`config.mk`:
```
export PLATFORM = sky130hd
export DESIGN_NAME = rtc_irq_ctrl
export DESIGN_NICKNAME = d
export VERILOG_FILES = /design/src/rtl/rtc_irq_ctrl.sv
export SDC_FILE = /design/constraint.sdc
export NUM_CORES = 1
export LEC_CHECK = 0
export CORE_MARGIN = 5
export CORE_UTILIZATION = 38
export CTS_CLUSTER_DIAMETER = 100
export DETAILED_ROUTE_END_ITERATION = 6
export GPL_TIMING_DRIVEN = 0
export PLACE_DENSITY = 0.88
export SLEW_MARGIN = 10
export SYNTH_ARGS = -nofsm -noshare
export SYNTH_HDL_FRONTEND = slang
export SYNTH_SLANG_ARGS = --single-unit
```
`constraint.sdc`:
```
create_clock -name CLK_14M -period 1.52 [get_ports CLK_14M]
set_clock_uncertainty 0.1 [all_clocks]
set_input_delay 0.152 -clock CLK_14M [delete_from_list [all_inputs] [get_ports CLK_14M]]
set_output_delay 0.152 -clock CLK_14M [all_outputs]
set_load 0.1 [all_outputs]
```
`src/rtl/rtc_irq_ctrl.sv`:
```
// rtc_irq_ctrl
//   IIgs-compatible interrupt status/enable stage. It sits after the
//   clock/PRAM block on the shared $C0xx strobe bus. It latches the one-second,
//   quarter-second, VBL-start and scanline pulses into status bits, and those
//   bits are gated by their enables. It also drives a registered, active-low
//   CPU IRQ.
//
// Ports
//   CLK_14M        system clock (14.318 MHz)
//   reset_n        asynchronous active-low reset
//   cen            bus clock enable
//   strobe         bus access, high for one cen cycle per access
//   rw             1 = read, 0 = write
//   addr[7:0]      low byte of the $C0xx address
//   din[7:0]       write data
//   dout[7:0]      combinational read data
//   sel            combinational, high for $23/$32/$41/$46/$47
//   onesecond_irq  one-cycle pulse from the clock block
//   qtrsecond_irq  one-cycle pulse from the clock block
//   vbl_start      one-cycle pulse at VBL start
//   scanline_irq   one-cycle pulse at a flagged scanline
//   irq_n          registered CPU IRQ, active low
module rtc_irq_ctrl #(
  parameter int unsigned QSEC_EN_BIT = 4,
  parameter int unsigned VBL_EN_BIT  = 3
) (
  input  logic       CLK_14M,
  input  logic       reset_n,
  input  logic       cen,
  input  logic       strobe,
  input  logic       rw,
  input  logic [7:0] addr,
  input  logic [7:0] din,
  output logic [7:0] dout,
  output logic       sel,
  input  logic       onesecond_irq,
  input  logic       qtrsecond_irq,
  input  logic       vbl_start,
  input  logic       scanline_irq,
  output logic       irq_n
);

  localparam logic [7:0] A_VGCINT = 8'h23;
  localparam logic [7:0] A_SCNCLR = 8'h32;
  localparam logic [7:0] A_INTEN  = 8'h41;
  localparam logic [7:0] A_INTFLG = 8'h46;
  localparam logic [7:0] A_INTCLR = 8'h47;

  logic en_sec_q,  en_sec_d;
  logic en_scan_q, en_scan_d;
  logic en_qsec_q, en_qsec_d;
  logic en_vbl_q,  en_vbl_d;
  logic st_sec_q,  st_sec_d;
  logic st_scan_q, st_scan_d;
  logic st_qsec_q, st_qsec_d;
  logic st_vbl_q,  st_vbl_d;
  logic irq_n_q,   irq_n_d;

  logic access, wr;
  logic vgc_pend;
  logic unused_din;

  // Only a subset of din bits is stored at any address.
  assign unused_din = ^din;

  assign access   = strobe & cen;
  assign wr       = access & ~rw;
  assign vgc_pend = (st_sec_q & en_sec_q) | (st_scan_q & en_scan_q);

  always_comb begin
    en_sec_d  = en_sec_q;
    en_scan_d = en_scan_q;
    en_qsec_d = en_qsec_q;
    en_vbl_d  = en_vbl_q;
    st_sec_d  = st_sec_q;
    st_scan_d = st_scan_q;
    st_qsec_d = st_qsec_q;
    st_vbl_d  = st_vbl_q;

    if (wr && addr == A_VGCINT) begin
      en_sec_d  = din[2];
      en_scan_d = din[1];
    end
    if (wr && addr == A_INTEN) begin
      en_qsec_d = din[QSEC_EN_BIT];
      en_vbl_d  = din[VBL_EN_BIT];
    end

    // Clears are applied first so that a same-cycle event pulse wins.
    if (wr && addr == A_SCNCLR) begin
      if (!din[6]) st_sec_d  = 1'b0;
      if (!din[5]) st_scan_d = 1'b0;
    end
    if (access && addr == A_INTCLR) begin
      st_qsec_d = 1'b0;
      st_vbl_d  = 1'b0;
    end

    if (onesecond_irq && en_sec_q)  st_sec_d  = 1'b1;
    if (scanline_irq  && en_scan_q) st_scan_d = 1'b1;
    if (qtrsecond_irq && en_qsec_q) st_qsec_d = 1'b1;
    if (vbl_start     && en_vbl_q)  st_vbl_d  = 1'b1;

    // Built from the current state, so irq_n trails the status change by one edge.
    irq_n_d = ~((st_sec_q  & en_sec_q)  | (st_scan_q & en_scan_q) |
                (st_qsec_q & en_qsec_q) | (st_vbl_q  & en_vbl_q));
  end

  always_ff @(posedge CLK_14M or negedge reset_n) begin
    if (!reset_n) begin
      en_sec_q  <= 1'b0;
      en_scan_q <= 1'b0;
      en_qsec_q <= 1'b0;
      en_vbl_q  <= 1'b0;
      st_sec_q  <= 1'b0;
      st_scan_q <= 1'b0;
      st_qsec_q <= 1'b0;
      st_vbl_q  <= 1'b0;
      irq_n_q   <= 1'b1;
    end else begin
      en_sec_q  <= en_sec_d;
      en_scan_q <= en_scan_d;
      en_qsec_q <= en_qsec_d;
      en_vbl_q  <= en_vbl_d;
      st_sec_q  <= st_sec_d;
      st_scan_q <= st_scan_d;
      st_qsec_q <= st_qsec_d;
      st_vbl_q  <= st_vbl_d;
      irq_n_q   <= irq_n_d;
    end
  end

  always_comb begin
    sel  = 1'b0;
    dout = '0;
    unique case (addr)
      A_VGCINT, A_SCNCLR, A_INTEN, A_INTFLG, A_INTCLR: sel = 1'b1;
      default: sel = 1'b0;
    endcase
    if (rw) begin
      unique case (addr)
        A_VGCINT: dout = {vgc_pend, st_sec_q, st_scan_q, 2'b00,
                          en_sec_q, en_scan_q, 1'b0};
        A_INTEN: begin
          dout[QSEC_EN_BIT] = en_qsec_q;
          dout[VBL_EN_BIT]  = en_vbl_q;
        end
        A_INTFLG: begin
          dout[QSEC_EN_BIT] = st_qsec_q;
          dout[VBL_EN_BIT]  = st_vbl_q;
          dout[0]           = ~irq_n_q;
        end
        default: dout = '0;
      endcase
    end
  end

  assign irq_n = irq_n_q;

endmodule
```
==> flow_summary.ini <==
[status]
status = finished with violations
violations = negative setup slack

[placement]
gp_congestion = 0.850
place_ws_ps = -1480
port_buffers = 32
dp_hpwl_um = 1330

[grt]
grt_pass1_wl_um = 3220
grtUsageMet3 = 0.0429
use_met2 = 0.311
grt.met1_usage = 0.177
grt_use_total = 0.171
busiest_layer = met2
antenna_found_initial = 0
grt_max_degree = 10
grt_overflow = 0
grt_pass1_vias = 683

[timing]
relSlewSlack = 0.678
hold_viol = 0
rsz0062_at_grt = true
slew_violations = 0
max_freq_mhz = 643
setup_slack_ps = -34.4
tightest_slew_ps = 486
period_share = 1.02
setup_violations = 1
min_period_ps = 1550

[route]
drtAntennaViolNets = 0
drc_errors = 0
vias_per_cell = 5.59
dr.pass1.iters = 4
first_iter_violations = 23
routed_wirelength_um = 2130
wire_per_inst_um = 18.1
dr_total_vias = 660

[clock_tree]
insertion_delay_ps = 250
cts_buffer_depth = 2
root_buffer = clkbuf_4
htree_levels = 1
numCtsBuffers = 3
cts_num_sinks = 9
cts_hold_buf = 0
path_clk_slew_ps = 60
cts_tree = built

[die]
num_io_pins = 35
num_rows = 14
die_h_um = 48.6
start_util = 0.390
die_w_um = 48.6
die_area_um2 = 2360
fp.coreArea_um2 = 1450

[synthesis]
yosysWarnings = 0
avgSynthCellArea_um2 = 10.5
syn_inst = 54
yosysTopAreaCell = dfrtp_1
ys_types = 22
synthTopCellsByArea = dfrtp_1 35%, mux2_2 7.9%, a22o_1 7.7%
synth_area_um2 = 567
synth_top_cell_area_share = 0.353
syn_nets = 79
ys_ff_latch = 9
yosysSeqAreaShare = 0.400

[setup_path]
cp-start-kind = input port
critPathArrivalTime_ps = 1300
cpPeakStageDelay_ps = 310
path_cells = buf_8, nor4b_4, nand4b_1, buf_6, nor3b_4, buf_12
crit_path_max_fanout = 3
critPathKind = in2out
cp_slowest_cell = nor4b_4
crit_required_ps = 1270
cp-end-kind = output port

[final_layout]
area_delta_synth_final_pct = 105
num_antenna_cells = 0
final_core_util = 0.800
nNetsFinal = 128
layout-drive-gt1-share = 0.510

[job]
maxCapViolations = 0

[power]
peakVddDrop_v = 0.000472
leakagePower_uw = 0.000515
power.density_nw_per_um2 = 504

[worst_hold_path]
hp-class = in2async
## metal layers
metal	wire [um]	part of all wire	vias to the layer above
li1	-	-	306
met1	795	0.37	320
met2	1170	0.55	30
met3	119	0.056	4
met4	48	0.023	0
met5	0	0	-
## cells in the final DEF (no fill, tap or decap), types with 2 or more instances in the layout
| cell | instances |
|---|---|
| clkdlybuf4s50_1 | 13 |
| buf_4 | 11 |
| dfrtp_1 | 8 |
| buf_12 | 8 |
| and2_4 | 5 |
| a22o_1 | 5 |
| nand2_1 | 4 |
| mux2_2 | 4 |
| buf_2 | 4 |
| nand3_1 | 3 |
| nand4_1 | 3 |
| clkbuf_4 | 3 |
| buf_6 | 3 |
| nor4b_4 | 2 |
| nor2b_1 | 2 |
| nor2_1 | 2 |
| nand3_2 | 2 |
| o22ai_4 | 2 |
| a21o_1 | 2 |
| clkbuf_2 | 2 |
| buf_8 | 2 |
## worst paths after layout
check / startpoint / end / slack [ps] / cells past startpoint
min in group CLK_14M: addr[7] / st_scan_q / 200 / 4
min reg2reg: st_qsec_q / irq_n / 390 / 1
max: addr[5] / dout[0] / -30 / 6
max reg2reg: st_scan_q / irq_n / 280 / 3
max in group asynchronous: reset_n / irq_n / 910 / 1
min: reset_n / en_vbl_q / 90 / 1
## cell usage after synthesis, drive strengths merged
cell / instances
a21o: 2
a221oi: 1
a22o: 5
and2: 5
and2b: 1
and3: 2
and3b: 1
and4bb: 1
dfrtp: 8
dfstp: 1
mux2: 4
nand2: 4
nand3: 5
nand4: 3
nand4b: 1
nor2: 2
nor2b: 2
nor3b: 1
nor4b: 2
o22ai: 2
xor2: 1
## state kept, by name, summed over array words and instances (netlist names)
name,cells
en_vbl_q,1
st_vbl_q,1
en_qsec_q,1
en_scan_q,1
st_sec_q,1
st_scan_q,1
en_sec_q,1
st_qsec_q,1
irq_n,1
## critical path, delay by kind of cell
kind / cells / cell delay, ps
simple gates: 3 / 680
buf+inv: 3 / 470
## layout make-up
type	count	area [um2]
Tap cell	16	20.0
Sequential cell	9	226
Clock buffer	4	26.3
Multi-Input combinational cell	45	415
Timing Repair Buffer	44	475
Fill cell	98	290
## kinds of logic (layout without fill, tap and decap cells)
| logic type | Yosys count | count (layout) | synth area share |
|---|---|---|---|
| AOI/OAI and AO/OA | 10 | 10 | 0.141 |
| and+or+nand+nor | 30 | 30 | 0.364 |
| DFF | 9 | 9 | 0.400 |
| muxes | 4 | 4 | 0.0795 |
| buffers and inverters | 0 | 48 | 0 |
| xor gates and xnor gates | 1 | 1 | 0.0155 |
## power breakdown
group          internal [uW]  leakage (uW)  switching [uW]
clock network            101     0.0000150            79.0
registers                252      0.000111            11.8
logic                   80.6      0.000389            61.7
## stage by stage
step | instances | instance area [um2] | power, uW | setup TNS, ps | hold slack (ps)
2_1_floorplan | 54 | 602 | 310 | -1160 | -244
3_3_place_gp | 102 | 942 | 389 | -13570 | 353
3_5_place_dp | 102 | 942 | 394 | -14040 | 364
4_1_cts | 110 | 1100 | 578 | -15.2 | 94.2
5_1_grt | 118 | 1160 | 618 | -187 | 105
6_report | 118 | 1160 | 586 | -34.4 | 93.6
## timing repair
item,CTS,global route
setup endpoints to repair,10,9
pin swaps,7,9
endpoints found under the hold margin,0,0
gates resized for setup,128,6
cloned,0,0
setup buffers,4,8
Power figures use the tool's default switching activity.
